<file path="src/rtl/noc_pkg.sv">
// Shared NoC definitions: port enumeration, flit type and width helpers.
package noc_pkg;

    typedef enum logic [2:0] {
        EAST  = 3'd0,
        WEST  = 3'd1,
        NORTH = 3'd2,
        SOUTH = 3'd3,
        LOCAL = 3'd4
    } e_port;

    localparam int FLIT_WIDTH_DFLT = 32;

    typedef logic [FLIT_WIDTH_DFLT-1:0] flit_t;

    // Width of an index over n items, never less than one bit.
    function automatic int ch_width(input int n);
        return (n > 1) ? $clog2(n) : 1;
    endfunction

endpackage

</file>
<file path="src/rtl/noc_link_vc_mux_if.sv">
// Link bundle: per-channel upstream flits/credits and the shared downstream link.
interface noc_link_vc_mux_if
    import noc_pkg::*;
#(
    parameter int FLIT_WIDTH = 32,
    parameter int NUM_CH     = 2
);
    localparam int CH_W = ch_width(NUM_CH);

    logic [NUM_CH-1:0]            rx_i;
    logic [NUM_CH*FLIT_WIDTH-1:0] data_i;
    logic [NUM_CH-1:0]            credit_o;
    logic                         tx_o;
    logic [CH_W-1:0]              ch_o;
    logic [FLIT_WIDTH-1:0]        data_o;
    logic [NUM_CH-1:0]            credit_i;

    // Multiplexer side.
    modport slave (
        input  rx_i, data_i, credit_i,
        output credit_o, tx_o, ch_o, data_o
    );

    // Environment side: upstream router and downstream neighbour.
    modport master (
        output rx_i, data_i, credit_i,
        input  credit_o, tx_o, ch_o, data_o
    );

endinterface

</file>
<file path="src/rtl/noc_credit_fifo.sv">
// Per-channel flit FIFO with occupancy count and a combinational head view.
module noc_credit_fifo
    import noc_pkg::*;
#(
    parameter int WIDTH = 32,
    parameter int DEPTH = 4
) (
    input  logic                       clk,
    input  logic                       rst_n,
    input  logic                       push,
    input  logic [WIDTH-1:0]           push_data,
    input  logic                       pop,
    output logic [$clog2(DEPTH):0]     count,
    output logic [WIDTH-1:0]           head,
    output logic                       full,
    output logic                       empty
);
    localparam int AW = ch_width(DEPTH);
    localparam int CW = $clog2(DEPTH) + 1;

    logic [WIDTH-1:0] mem [DEPTH];
    logic [AW-1:0]    wr_ptr_reg;
    logic [AW-1:0]    rd_ptr_reg;
    logic [CW-1:0]    count_reg;
    logic             do_push;
    logic             do_pop;

    assign full    = (count_reg == CW'(DEPTH));
    assign empty   = (count_reg == '0);
    assign do_push = push && !full;
    assign do_pop  = pop && !empty;
    assign count   = count_reg;
    // The head must be visible in the same cycle the arbiter grants, so the
    // storage is read asynchronously; the FIFO is only a handful of entries.
    assign head    = mem[rd_ptr_reg];

    // Storage write; contents need no reset because the count gates visibility.
    always_ff @(posedge clk) begin
        if (do_push) begin
            mem[wr_ptr_reg] <= push_data;
        end
    end

    // Pointer and occupancy tracking; power-of-two depth lets pointers wrap freely.
    always_ff @(posedge clk or negedge rst_n) begin
        if (!rst_n) begin
            wr_ptr_reg <= '0;
            rd_ptr_reg <= '0;
            count_reg  <= '0;
        end else begin
            if (do_push) wr_ptr_reg <= wr_ptr_reg + 1'b1;
            if (do_pop)  rd_ptr_reg <= rd_ptr_reg + 1'b1;
            count_reg <= count_reg + CW'(do_push) - CW'(do_pop);
        end
    end

endmodule

</file>
<file path="src/rtl/noc_link_vc_mux.sv">
// Multiplexes NUM_CH credit-based flit channels onto one link with a
// time-sliced round-robin grant.
module noc_link_vc_mux
    import noc_pkg::*;
#(
    parameter int FLIT_WIDTH         = 32,
    parameter int NUM_CH             = 2,
    parameter int DEPTH              = 4,
    parameter int INTERLEAVING_GRAIN = 10
) (
    input  logic              clk,
    input  logic              rst_n,
    noc_link_vc_mux_if.slave  link
);
    localparam int CH_W = ch_width(NUM_CH);
    localparam int CW   = $clog2(DEPTH) + 1;
    localparam int GW   = ch_width(INTERLEAVING_GRAIN);

    logic [CW-1:0]         count [NUM_CH];
    logic [FLIT_WIDTH-1:0] head  [NUM_CH];
    logic [NUM_CH-1:0]     full;
    logic [NUM_CH-1:0]     empty;
    logic [NUM_CH-1:0]     push;
    logic [NUM_CH-1:0]     pop;
    logic [NUM_CH-1:0]     ne;
    logic [NUM_CH-1:0]     credit;
    logic                  tx;

    logic [CH_W-1:0]       g_reg;
    logic [CH_W-1:0]       g_next;
    logic [GW-1:0]         grain_reg;
    logic [GW-1:0]         grain_next;

    generate
        for (genvar gi = 0; gi < NUM_CH; gi++) begin : g_ch
            // Credit reflects pre-edge occupancy only; a same-cycle pop does not
            // open a slot for a push.
            assign credit[gi] = !full[gi] && rst_n;
            assign push[gi]   = link.rx_i[gi] && credit[gi];
            assign pop[gi]    = tx && link.credit_i[gi] && (g_reg == CH_W'(gi));
            // Channel still holds a flit after this edge's push and pop.
            assign ne[gi]     = push[gi] || (count[gi] > CW'(pop[gi]));

            noc_credit_fifo #(
                .WIDTH (FLIT_WIDTH),
                .DEPTH (DEPTH)
            ) u_fifo (
                .clk       (clk),
                .rst_n     (rst_n),
                .push      (push[gi]),
                .push_data (link.data_i[gi*FLIT_WIDTH +: FLIT_WIDTH]),
                .pop       (pop[gi]),
                .count     (count[gi]),
                .head      (head[gi]),
                .full      (full[gi]),
                .empty     (empty[gi])
            );
        end
    endgenerate

    assign tx            = !empty[g_reg];
    assign link.credit_o = credit;
    assign link.tx_o     = tx;
    assign link.ch_o     = g_reg;
    assign link.data_o   = tx ? head[g_reg] : '0;

    // Grant rotation: leave the channel when its slice expires or it drains,
    // moving to the next channel in round-robin order that will hold data.
    always_comb begin
        logic            found;
        logic [CH_W-1:0] cand;
        g_next     = g_reg;
        grain_next = grain_reg + 1'b1;
        found      = 1'b0;
        cand       = '0;
        if ((grain_reg == GW'(INTERLEAVING_GRAIN - 1)) || !ne[g_reg]) begin
            grain_next = '0;
            for (int i = 1; i < NUM_CH; i++) begin
                if (int'(g_reg) + i >= NUM_CH) begin
                    cand = CH_W'(int'(g_reg) + i - NUM_CH);
                end else begin
                    cand = CH_W'(int'(g_reg) + i);
                end
                if (!found && ne[cand]) begin
                    g_next = cand;
                    found  = 1'b1;
                end
            end
        end
    end

    // Arbiter state register.
    always_ff @(posedge clk or negedge rst_n) begin
        if (!rst_n) begin
            g_reg     <= '0;
            grain_reg <= '0;
        end else begin
            g_reg     <= g_next;
            grain_reg <= grain_next;
        end
    end

endmodule

</file>
<file path="src/flat_wrapper.sv">
// flat-port wrapper written by rule: the top's interface ports become plain ports
module noc_link_vc_mux_flat import noc_pkg::*;
#(
    parameter int FLIT_WIDTH         = 32,
    parameter int NUM_CH             = 2,
    parameter int DEPTH              = 4,
    parameter int INTERLEAVING_GRAIN = 10
)
  (clk, rst_n, link_rx_i, link_data_i, link_credit_i, link_credit_o, link_tx_o, link_ch_o, link_data_o);
  noc_link_vc_mux_if #(.FLIT_WIDTH(FLIT_WIDTH), .NUM_CH(NUM_CH)) link_i ();
  input  logic clk;
  input  logic rst_n;
  input wire logic [$bits(link_i.rx_i)-1:0] link_rx_i;
  input wire logic [$bits(link_i.data_i)-1:0] link_data_i;
  input wire logic [$bits(link_i.credit_i)-1:0] link_credit_i;
  output wire logic [$bits(link_i.credit_o)-1:0] link_credit_o;
  output wire logic [$bits(link_i.tx_o)-1:0] link_tx_o;
  output wire logic [$bits(link_i.ch_o)-1:0] link_ch_o;
  output wire logic [$bits(link_i.data_o)-1:0] link_data_o;
  assign link_i.rx_i = link_rx_i;
  assign link_i.data_i = link_data_i;
  assign link_i.credit_i = link_credit_i;
  assign link_credit_o = link_i.credit_o;
  assign link_tx_o = link_i.tx_o;
  assign link_ch_o = link_i.ch_o;
  assign link_data_o = link_i.data_o;
  noc_link_vc_mux #(.FLIT_WIDTH(FLIT_WIDTH), .NUM_CH(NUM_CH), .DEPTH(DEPTH), .INTERLEAVING_GRAIN(INTERLEAVING_GRAIN)) u_core (.clk(clk), .rst_n(rst_n), .link(link_i));
endmodule
</file>
<file path="config.mk">
export PLATFORM = sky130hd
export DESIGN_NAME = noc_link_vc_mux_flat
export DESIGN_NICKNAME = d
export VERILOG_FILES = /design/src/rtl/noc_pkg.sv /design/src/rtl/noc_link_vc_mux_if.sv /design/src/rtl/noc_credit_fifo.sv /design/src/rtl/noc_link_vc_mux.sv /design/src/flat_wrapper.sv
export SDC_FILE = /design/constraint.sdc
export NUM_CORES = 1
export LEC_CHECK = 0
export CELL_PAD_IN_SITES_DETAIL_PLACEMENT = 0
export CELL_PAD_IN_SITES_GLOBAL_PLACEMENT = 1
export CORE_ASPECT_RATIO = 0.8
export CORE_MARGIN = 1
export CORE_UTILIZATION = 45
export CTS_CLUSTER_DIAMETER = 30
export DETAILED_ROUTE_END_ITERATION = 12
export GPL_TIMING_DRIVEN = 0
export HOLD_SLACK_MARGIN = 0.05
export PLACE_DENSITY_LB_ADDON = 0.15
export SYNTH_ARGS = -nofsm -noshare
export SYNTH_HDL_FRONTEND = slang
export SYNTH_SLANG_ARGS = --single-unit
export TNS_END_PERCENT = 20
</file>
<file path="constraint.sdc">
create_clock -name clk -period 2 [get_ports clk]
set_input_delay 0.4 -clock clk [delete_from_list [all_inputs] [get_ports clk]]
set_output_delay 0.4 -clock clk [all_outputs]
set_load 0.05 [all_outputs]
</file>
Yosys cells after proc, flatten, opt, wreduce, memory -nomap -nowiden
Memory sizes are Yosys's and may differ from the RTL's.
Cells that the tools add are included.
{ "op_classes": {"reduce_logical": 24, "n_bitwise": 2, "add_sub_neg": 11, "n_mul": 0, "eq_ne": 3, "magnitude_cmp": 6, "n_mux": 17, "n_div": 0, "n_shift": 0} }
{ "ops": {"columns": ["op", "n"], "rows": [
  ["32-bit two-way mux", 4],
  ["1-bit logical AND", 12],
  ["1-bit two-way mux", 12],
  ["2-bit by 1-bit adder with 2-bit output (second input constant)", 4],
  ["3-bit by 1-bit adder with 3-bit output", 2],
  ["3-bit == test (second input constant)", 2],
  ["3-bit by 1-bit > comparator with 1-bit output", 2],
  ["1-bit logical NOT", 6],
  ["3-bit logical NOT", 2],
  ["3-bit by 1-bit subtractor with 3-bit output", 2],
  ["4-bit by 1-bit adder with 4-bit output (second input constant)", 1],
  ["4-bit == test (second input constant)", 1],
  ["2-bit greater-or-equal comparator (second input constant)", 2],
  ["1-bit by 2-bit < comparator with 1-bit output (second input constant)", 2],
  ["4-bit two-way mux", 1],
  ["1-bit logical OR", 3],
  ["1-bit by 1-bit adder with 2-bit output (second input constant)", 1],
  ["1-bit NOT with 2-bit output", 1],
  ["2-bit AND reduction", 1],
  ["1-bit NOT", 1],
  ["1-bit subtractor (second input constant)", 1]
]} }
{ "word_totals": {"register_bits": 19, "romBits": 0, "memories": 2, "word_cells": 73, "ram_bits": 256, "latch_bits": 0, "out_inout_bits": 36, "in_bits": 70} }
{ "mem_list": {"columns": ["memory", "depth", "width", "rd", "rd_ports_with_merged_regs", "wr", "line_no", "source"], "rows": [
  ["u_core.g_ch[0].u_fifo.mem", 4, 32, 1, 0, 1, "noc_credit_fifo.sv:21", "logic [WIDTH-1:0] mem [DEPTH];"],
  ["u_core.g_ch[1].u_fifo.mem", 4, 32, 1, 0, 1, "noc_credit_fifo.sv:21", null]
]} }

Depth between registers and ports, before layout
Gate-level depths: netlist of the first run.
{ "depth": {"depth_word": 16, "ltp_mapped": 10, "mapped_depth_nobuf": 9} }

Modules after synthesis
A second synthesis of the first run with hierarchy kept.
{ "hier_totals": {"cells_unflattened": 529, "area_unflattened_um2": 11121.9} }
{ "by_module_without_submodules": {"columns": ["module", "cells_per_inst", "instances", "area_each_um2", "seq_area_each_um2"], "rows": [
  ["noc_credit_fifo", 210, 2, 5129.9, 4018.9],
  ["noc_link_vc_mux", 109, 1, 862.1, 125.1]
]} }

Worst setup path before layout of the first run
OpenSTA, ideal clock, no wires.
{ "synth_timing": {"path_kind": "reg2out", "from": "register u_core.g_reg (netlist: u_core.link.ch_o)", "to": "output port link_data_o[12]", "required_time_ns": 1.600, "n_path_buf": 1, "setup_slack_ns": -0.364, "path_stages_with_launch": 4, "arrival_ns": 1.964, "cell_sequence": "dfrtp_1 -> mux2_2 -> clkbuf_1 -> nor2_1"} }
{ "synth_via": {"elab_chain_cells": 5, "word_cells_on_any_way": 7, "classes_between": "6 x mux; 1 x bitwise"} }
{ "synth_lines": {"columns": ["item", "line_no", "source"], "rows": [
  ["start, declared", "noc_link_vc_mux.sv:29", "logic [CH_W-1:0] g_reg;"],
  ["start signal, assigned", "noc_link_vc_mux.sv:98", "g_reg <= g_next;"],
  ["1-bit NOT with 2-bit output (implied by the code)", "noc_link_vc_mux.sv:65", "assign link.data_o = tx ? head[g_reg] : '0;"],
  ["32-bit two-way mux (implied by the code) (3 in series)", "noc_link_vc_mux.sv:65", null],
  ["32-bit two-way mux (*)", "noc_link_vc_mux.sv:65", null],
  ["end, declared", "flat_wrapper.sv:19", "output wire logic [$bits(link_i.data_o)-1:0] link_data_o;"]
]} }
Mark *: on every way between the ends. The rest lies on a longest branch, timed or not. The select of a mux whose other input is x is not followed.

Worst setup path after layout of the first run
{ "layout_timing": {"from": "register u_core.g_ch[1].u_fifo.rd_ptr_reg[0]", "to": "output port link_data_o[22]"} }
{ "layout_via": {"elab_chain_cells": 5} }
{ "layout_lines": {"columns": ["item", "line_no", "source"], "rows": [
  ["start, declared", "noc_credit_fifo.sv:23", "logic [AW-1:0] rd_ptr_reg;"],
  ["start signal, assigned", "noc_credit_fifo.sv:52", "if (do_pop) rd_ptr_reg <= rd_ptr_reg + 1'b1;"],
  ["memory read 4 x 32 bit", null, null],
  ["32-bit two-way mux (implied by the code) (3 in series)", "noc_link_vc_mux.sv:65", null],
  ["32-bit two-way mux", "noc_link_vc_mux.sv:65", null]
]} }
No other way between the ends. The select of a mux whose other input is x is not followed.

==> impl.org, run 1 <==
** STA
- At the pin with the least slew margin, the transition time is 1.05 ns.
- Unrepaired setup endpoints after global routing :: yes
- Crit share post-route :: 1.31
- Final critical delay including setup and external delays :: 2.61 ns
- The number of slew-limit violations in the final report is 0.
- Maximum clock skew at final layout :: 0.0138 ns
- Headroom to the max-slew limit came out at 0.295.
- Setup violations remaining at the end of the flow were counted as 43.
- Post-route setup slack :: -0.614 ns
- For the final routed database, the setup TNS stands at -18.41 ns.
- Count of endpoints failing hold in the final timing report :: 0
- Highest achievable clock rate :: 383 MHz

** Clocking
- Clock insertion delay at the later pin of the skew report :: 0.53 ns
- Clock tree from TritonCTS :: done
- Counting along the longest clock path gives a buffer depth of 3.
- Clock-pin slew was measured on the worst setup and hold paths at 0.05 ns.
- H-tree depth :: 2
- For this design, the sink count on the clock tree is 275.
- The root buffer cell chosen for the clock tree is clkbuf_16.
- Buffers inserted during clock tree synthesis total 45.

** Floorplan
- The die covers 25,200 um^2.
- The region available for standard cell placement spans 23,700 um^2.
- DIE WIDTH :: 177 um
- For this configuration, the core starts out at a cell density of 0.465.
- Row generation in the floorplan step produced 50 rows.
- The die is 142 um tall.
- For this design the top-level I/O count stands at 106.

** Worst setup path
- Critical Path Max Stage Delay :: 0.56 ns
- The number of buffers and inverters on the critical path is 3.
- The critical path is of the flop to primary output type.
- Reg-to-reg slack, setup :: -0.29 ns
- STA classifies the critical path startpoint as a flop.
- Data arrives at the worst endpoint at 2.21 ns.
- Grouping stages by cell kind, the critical path spends the most delay in multiplexers.
- Data on the critical path is required at its endpoint by 1.60 ns.
- Slowest CP cell :: mux4_2
- The worst setup path is captured at a primary output.
- Of all nets on the critical path, the largest fanout is 9.
- The critical path goes through buf_12, buf_12, mux4_2, mux2i_2, nor2_1, buf_6.
- Counting stages on the worst path, the most repeated cell is buf_12.

** Synthesis
- Counting flops with a built-in enable in the synthesized netlist gives 256.
- The number of different library cells used by synthesis comes to 35.
- Of all flip-flops after synthesis, the portion carrying an async set or reset was 0.0691.
- After synthesis the cells add up to 11,000 um^2.
- Gate count after technology mapping :: 526
- Avg Synthesized Cell Area :: 21.0 um^2
- Post-Syn Nets :: 618
- The most used flip-flop cell after synthesis is edfxtp_1.
- After synthesis the netlist holds a flip-flop and latch count of 275.
- Warnings, synthesis :: 0
- The share of the Yosys chip area taken by registers is 0.740.

** Detailed routing
- The first routing iteration left 346 violations.
- Dividing the detail-routed wire length by the instance count gives 22.3 um.
- For this run, design rule violations remaining after detail routing come to 0.
- The routed layout has 5,564 vias.
- For this run, the detailed router's first-pass iteration total came to 4.
- DRT antenna net count :: 0
- For this block, the routed nets add up to 23,400 um of wire.
- Vias per std cell :: 5.29

** Global routing
- Entering global routing, the biggest net connects 33 pins.
- Grt total ovfl :: 0
- The number of global-route vias before repair came to 5,910.
- First-pass GRT wire length :: 35,400 um
- For this run, the total global-route usage over all layers was measured as 0.195.
- Antenna violations before repair :: 0

** Placed design
- Last weighted congestion value of the routability-driven placer :: 0.756
- Buffers placed on the I/O ports in this run total 105.
- Final HPWL DP :: 14,700 um
- Instance area at placement :: 12,600 um^2

** Power
- Power share of the clock group :: 0.308
- Of the total power, combinational logic draws 0.408.
- Static power due to leakage :: 5.25 nW
- In this run the power spent charging and discharging nets is 0.00910 W.
- Total internal power :: 0.0171 W
- Of the total power, the share spent switching nets is 0.348.
- Sequential cell fraction of total power :: 0.284
- Summing internal, switching and leakage power gives 0.0262 W.
- IR analysis of the VDD net gives a maximum drop of 1.06 mV.
- PwrDens :: 1780 nW/um^2

** Layout
- The net count of the finished layout is 794.
- The finished cells cover 14,700 um^2.
- The area growth from synthesis to layout is 33.2%.
- The register with the most flip-flops in the layout has 256 of them.
- Antenna cell count :: 0
- Of the cells placed in the final design, the portion with a size suffix greater than 1 is 0.369.

** Worst hold path
- The tightest min-delay check is of the input pin to flop type.

** Run
- Across the run, the number of max-cap violations was 0.

** Run status
- The run finished, with violations left.
- The final reports fail on negative setup slack.
cell families after synthesis:
kind of cell,Yosys count,share of synthesized area
xor gates and xnor gates,10,0.00794
adders and majority gates,22,0.0263
buffers and inverters,45,0.0287
AOI/OAI and AO/OA,14,0.00885
DFF,275,0.740
muxes,97,0.162
and+or+nand+nor,63,0.0263
layer usage:
metal / global-route usage / routed length (um) / part of all wire
met2: 0.298 / 11200 / 0.48
met1: 0.283 / 10300 / 0.44
met4: 0.0485 / 385 / 0.016
met3: 0.0449 / 1580 / 0.067
met5: 0 / 0 / 0
tightest hold or removal path: cells and delay by family:
family	cells	cell delay (ns)
and+or+nand+nor	1	0.19
xor gates and xnor gates	1	0.07
buffers and inverters	2	0.27
timing repair:
item,4_1_cts,5_1_grt
setup endpoints to repair,305,44
gates resized for setup,304,11
hold buffers,1,0
pin swaps,8,1
setup buffers,14,3
cloned,4,1
endpoints found under the hold margin,19,0
power groups by stage:
stage | combinational, W | sequential [W] | clock (W)
finish | 0.0107 | 0.00744 | 0.00805
floorplan | 0.00658 | 0.00742 | 0
global route | 0.0113 | 0.00751 | 0.00843
global placement | 0.00940 | 0.00744 | 0
detailed placement | 0.00959 | 0.00746 | 0
CTS | 0.0107 | 0.00744 | 0.00817
synthesized netlist by cell type (2+ instances only):
library cell	number	share of area
nand2_1	6	0.0020
buf_2	9	0.0041
buf_6	3	0.0031
mux4_1	4	0.0095
and2_1	9	0.0051
a21oi_1	5	0.0023
nand2b_1	3	0.0017
buf_12	6	0.011
clkbuf_1	4	0.0014
nand3_1	2	0.00091
dfrtp_1	19	0.043
nor2_1	36	0.012
mux4_2	60	0.12
nor3b_1	2	0.0014
buf_4	3	0.0020
inv_1	19	0.0065
fa_1	2	0.0036
xor2_1	5	0.0040
edfxtp_1	256	0.70
xnor2_1	5	0.0040
o21ai_0	3	0.0014
mux2i_1	32	0.029
nor3_1	2	0.00091
ha_1	20	0.023
cell type report:
cell class / instances / area [um^2]
plain buffers: 23 / 289
clock buffers: 52 / 1210
clock inverters: 32 / 392
fillers: 1674 / 9010
inverters: 20 / 82.6
multi-input cells: 206 / 2720
flip-flops and latches: 275 / 8170
well taps: 312 / 390
repair buffers: 131 / 1440
final timing paths:
check                                                    startpoint                                   to  cells past startpoint
max in group asynchronous                                     rst_n                     u_core.link.ch_o                      2
worst max-delay path            u_core.g_ch[1].u_fifo.rd_ptr_reg[0]                      link_data_o[22]                      6
worst min-delay path                                          rst_n  u_core.g_ch[0].u_fifo.wr_ptr_reg[0]                      4
worst max register to register       u_core.g_ch[0].u_fifo.count[1]       u_core.g_ch[0].u_fifo.count[1]                     10
worst min register to register                  u_core.grain_reg[0]                  u_core.grain_reg[0]                      1
min in group asynchronous                                     rst_n  u_core.g_ch[1].u_fifo.rd_ptr_reg[0]                      2
layout by cell type, fill, tap and decap left out, drive strengths merged, types with 9 or more instances in the layout:
master / count
dfrtp: 19
buf: 81
clkdlybuf4s50: 68
mux2i: 32
ha: 20
inv: 24
nor2: 36
and2: 9
clkinv: 19
mux4: 64
edfxtp: 256
clkbuf: 55
metrics by stage:
step,setup WS [ns],cells,hold WS (ns),util
6_report,-0.614,1051,0.460,0.620
5_1_grt,-0.689,1051,0.471,0.620
4_1_cts,-0.655,1048,0.432,0.618
3_5_place_dp,-1.66,947,0.493,0.533
3_3_place_gp,-2.15,943,0.464,0.528
2_1_floorplan,-0.189,526,0.104,-
Power figures use the tool's default switching activity.
==> inputs of run 2 (changes only) <==
Settings changed: SYNTH_HIERARCHICAL set to 1.
==> impl.org, run 2 <==
** Run status
- Run status :: finished, violations left
- Failing checks :: negative setup slack

** Clocking
- Counting the buffers created by CTS gives 50.
- Clock insertion delay at the later pin of the skew report :: 0.54 ns
- TritonCTS built the clock tree.
- H-tree depth :: 2
- Counting along the longest clock path gives a buffer depth of 3.
- CTS sink cnt :: 275
- In this run the clock root is driven by a clkbuf_16.
- After clock tree synthesis, the clock-pin slew on the worst setup and hold paths is 0.05 ns.

** Detailed routing
- Vias after detailed routing :: 5,930
- Initial DRC count :: 445
- Summed over all layers, the routed wires come to 25,500 um.
- The detail route stage leaves a number of antenna-violating nets equal to 0.
- In the routed design, unresolved DRC markers number 0.
- Detailed-routed wire length on met2 :: 12,400 um
- Final routed wire length divided by cell count :: 23.4 um
- Total routed wire length on the met1 layer :: 11,100 um
- First-pass detailed-route iteration total :: 4
- Total length of routed met3 wires :: 1620 um
- After detailed routing, the number of vias per cell comes to 5.44.
- Top routing layer used :: met5

** Power
- Total power draw :: 0.0291 W
- Power spread over the standard cell area amounts to 1850 nW/um^2.
- Static power due to leakage :: 5.48 nW
- IR drop worst, VDD :: 1.41 mV

** Floorplan
- The region available for standard cell placement spans 24,300 um^2.
- Overall die area :: 25,400 um^2
- 106 I/O pins were placed.
- Measured along the x axis, the die boundary spans 178 um.
- Rows :: 51
- Chip height :: 143 um
- Starting Density :: 0.457

** Synthesis
- Register area share after synthesis :: 0.734
- When the netlist entered floorplanning its net count stood at 617.
- Netlist Area Pre-Place :: 11,100 um^2
- Of all cell types, the one taking the most synthesized area is edfxtp_1.
- Most common library cells after synthesis :: edfxtp_1, mux4_2, nor2_1
- Gate count after technology mapping :: 529
- Leading cell type by number of instances after synthesis :: edfxtp_1
- Yosys printed 6 warnings.
- Most area-consuming cells after synthesis :: edfxtp_1, mux4_2, dfrtp_1, mux2i_1, ha_1
- Flip-flop cell with the highest count after synthesis :: edfxtp_1
- Synthesis inferred 275 register bits.
- Avg Synthesized Cell Area :: 21.0 um^2
- Library cells used by synthesis :: 34
- After synthesis, the share of flip-flops with an asynchronous set or reset is 0.0691.
- Number of synthesized flops with an enable pin :: 256
- Synth top area share :: 0.691

** Global routing
- Pin count of the biggest net entering global routing :: 23
- The number of global-route vias before repair was 6,193.
- Antenna violations before repair :: 1
- All-Layer GR Usage :: 0.207
- First-pass GRT wire length :: 37,600 um
- For this run the aggregate overflow at the end of global routing stands at 0.

** Worst setup path
- Across all register-to-register paths, the minimum setup slack is -0.42 ns.
- Kind of critical path :: flop to primary output
- STA classifies the critical path startpoint as a flop.
- The worst setup path is captured at a primary output.
- Worst R2R Path Depth :: 9
- Required arrival time at the worst endpoint :: 1.60 ns
- In this run the worst path has a maximum fanout of 9.
- Data on the critical path arrives at its endpoint at 2.19 ns.

** STA
- Crit share post-route :: 1.29
- Setup Viol. Count Final :: 95
- Relative slew slack :: 0.357
- The number of slew-limit violations in the final report was 0.
- For the finished layout, the period the worst path requires is 2.59 ns.
- Maximum clock skew at final layout :: 0.0153 ns
- Highest achievable clock rate :: 386 MHz
- Unrepaired setup endpoints after global routing :: yes
- At the pin with the least slew margin, the transition time is 0.962 ns.
- Post-route setup slack :: -0.590 ns
- Count of endpoints failing hold in the final timing report :: 0

** Layout
- Leading cell type in the layout, fill and taps excluded :: edfxtp_1
- In the final layout, the share of cells above drive strength 1 is 0.444.
- Signed area change from the synthesized netlist to the final layout :: 41.3%
- Antenna cell count :: 0
- With fillers left out, the area of the finished cells amounts to 15,700 um^2.
- Max FFs per register :: 256
- After the last flow step, the layout net total stands at 820.
- The top cell types in the final layout, fill and taps aside, are edfxtp_1, clkdlybuf4s50_1, mux4_2, clkbuf_16, buf_6.
- The finished layout holds 1,090 standard cells, fillers aside.

** Placed design
- Last weighted congestion value of the routability-driven placer :: 0.708
- OpenSTA, run right after detailed placement, puts the worst setup slack at -1.52 ns.
- Port buffering added 105 buffers.
- After detailed placement, the design holds a cell count of 959.
- The placed instances occupy a cell area of 13,000 um^2.
- After legalization and detailed placement, the total HPWL measured 14,600 um.

** Worst hold path
- Hold Path Stages :: 1
- The tightest min-delay check is of the input pin to flop type.

** Run
- Max Cap Viol :: 0
## run 2: cell count changes after synthesis, sizes merged, moves of 3 or more
cell	before	now
inv	19	16
nand2b	3	8
o211ai	1	4
a21oi	5	0
ha	20	16
nand2	6	3
nor2b	0	3
and3b	0	12
nor3	2	6
and2	9	0
nand4bb	0	4
## run 2: path summary, 6_finish.rpt
path | end | start
setup / recovery | link_data_o[29] | u_core/g_ch[0].u_fifo/rd_ptr_reg[0]
hold / removal | u_core/g_ch[0].u_fifo/mem[3][26] | link_data_i[26]
setup reg to reg | u_core/g_ch[0].u_fifo/count[2] | u_core/g_ch[0].u_fifo/count[2]
hold reg to reg | u_core/grain_reg[0] | u_core/grain_reg[0]
max in group asynchronous | u_core/g_ch[0].u_fifo/count[0] | rst_n
min in group asynchronous | u_core/grain_reg[2] | rst_n
## run 2: critical path, stage by stage, from the launching register on
cell,delay (ns)
dfrtp_1,0.37
buf_12,0.17
buf_12,0.16
mux4_2,0.56
mux2i_4,0.20
nor2_4,0.04
buf_6,0.15
## run 2: per-stage QoR
stage                     utilization  setup TNS, ns  hold WS, ns
after global placement          0.527        -543.66        0.486
after floorplan                     -         -50.88        0.104
after detailed placement        0.534        -336.35        0.511
after CTS                       0.636         -21.95        0.467
final                           0.646         -22.10        0.492
after global routing            0.646         -28.11        0.473
## run 2: cell families (layout without fill, tap and decap cells)
logic type	after synthesis	in the layout	share of synthesized area
AO/OA/AOI/OAI	10	10	0.00675
AND/OR/NAND/NOR	77	78	0.0424
adder cells (fa/ha/maj)	18	18	0.0216
flip-flops	275	275	0.734
multiplexers	98	98	0.161
XOR/XNOR	10	10	0.00788
buffers and inverters	41	283	0.0260
## run 2: per-layer routing
layer  GRT usage  vias up
met2       0.326      197
li1            -     2576
met4      0.0652        2
met3      0.0506       33
met1       0.287     3122
met5           0        -
## run 2: repair_timing
action	CTS	global route
endpoints found under the hold margin	19	0
setup buffers	29	2
gates resized for setup	335	19
cloned	3	4
pin swaps	8	3
hold buffers	1	0
setup endpoints to repair	303	155
## run 2: power by group
group / switching [W] / internal (W) / leakage [nW] / total [W]
Combinational: 0.00694 / 0.00590 / 2.08 / 0.0128
Clock: 0.00277 / 0.00601 / 0.858 / 0.00878
Sequential: 0.000349 / 0.00713 / 2.54 / 0.00748
## run 2: layout make-up
| type | count | area (um^2) |
|---|---|---|
| Buffer | 25 | 387 |
| Clock buffer | 60 | 1320 |
| Clock inverter | 32 | 462 |
| Fill cell | 1639 | 8600 |
| Inverter | 16 | 62.6 |
| Multi-Input combinational cell | 214 | 3250 |
| Sequential cell | 275 | 8170 |
| Tap cell | 318 | 398 |
| Timing Repair Buffer | 150 | 1670 |
==> inputs of run 3 (changes only) <==
Settings changed: GPL_ROUTABILITY_DRIVEN set to 1.
==> results of run 3 <==
Same layout as run 2: the final DEF is identical, and so are final timing and power.
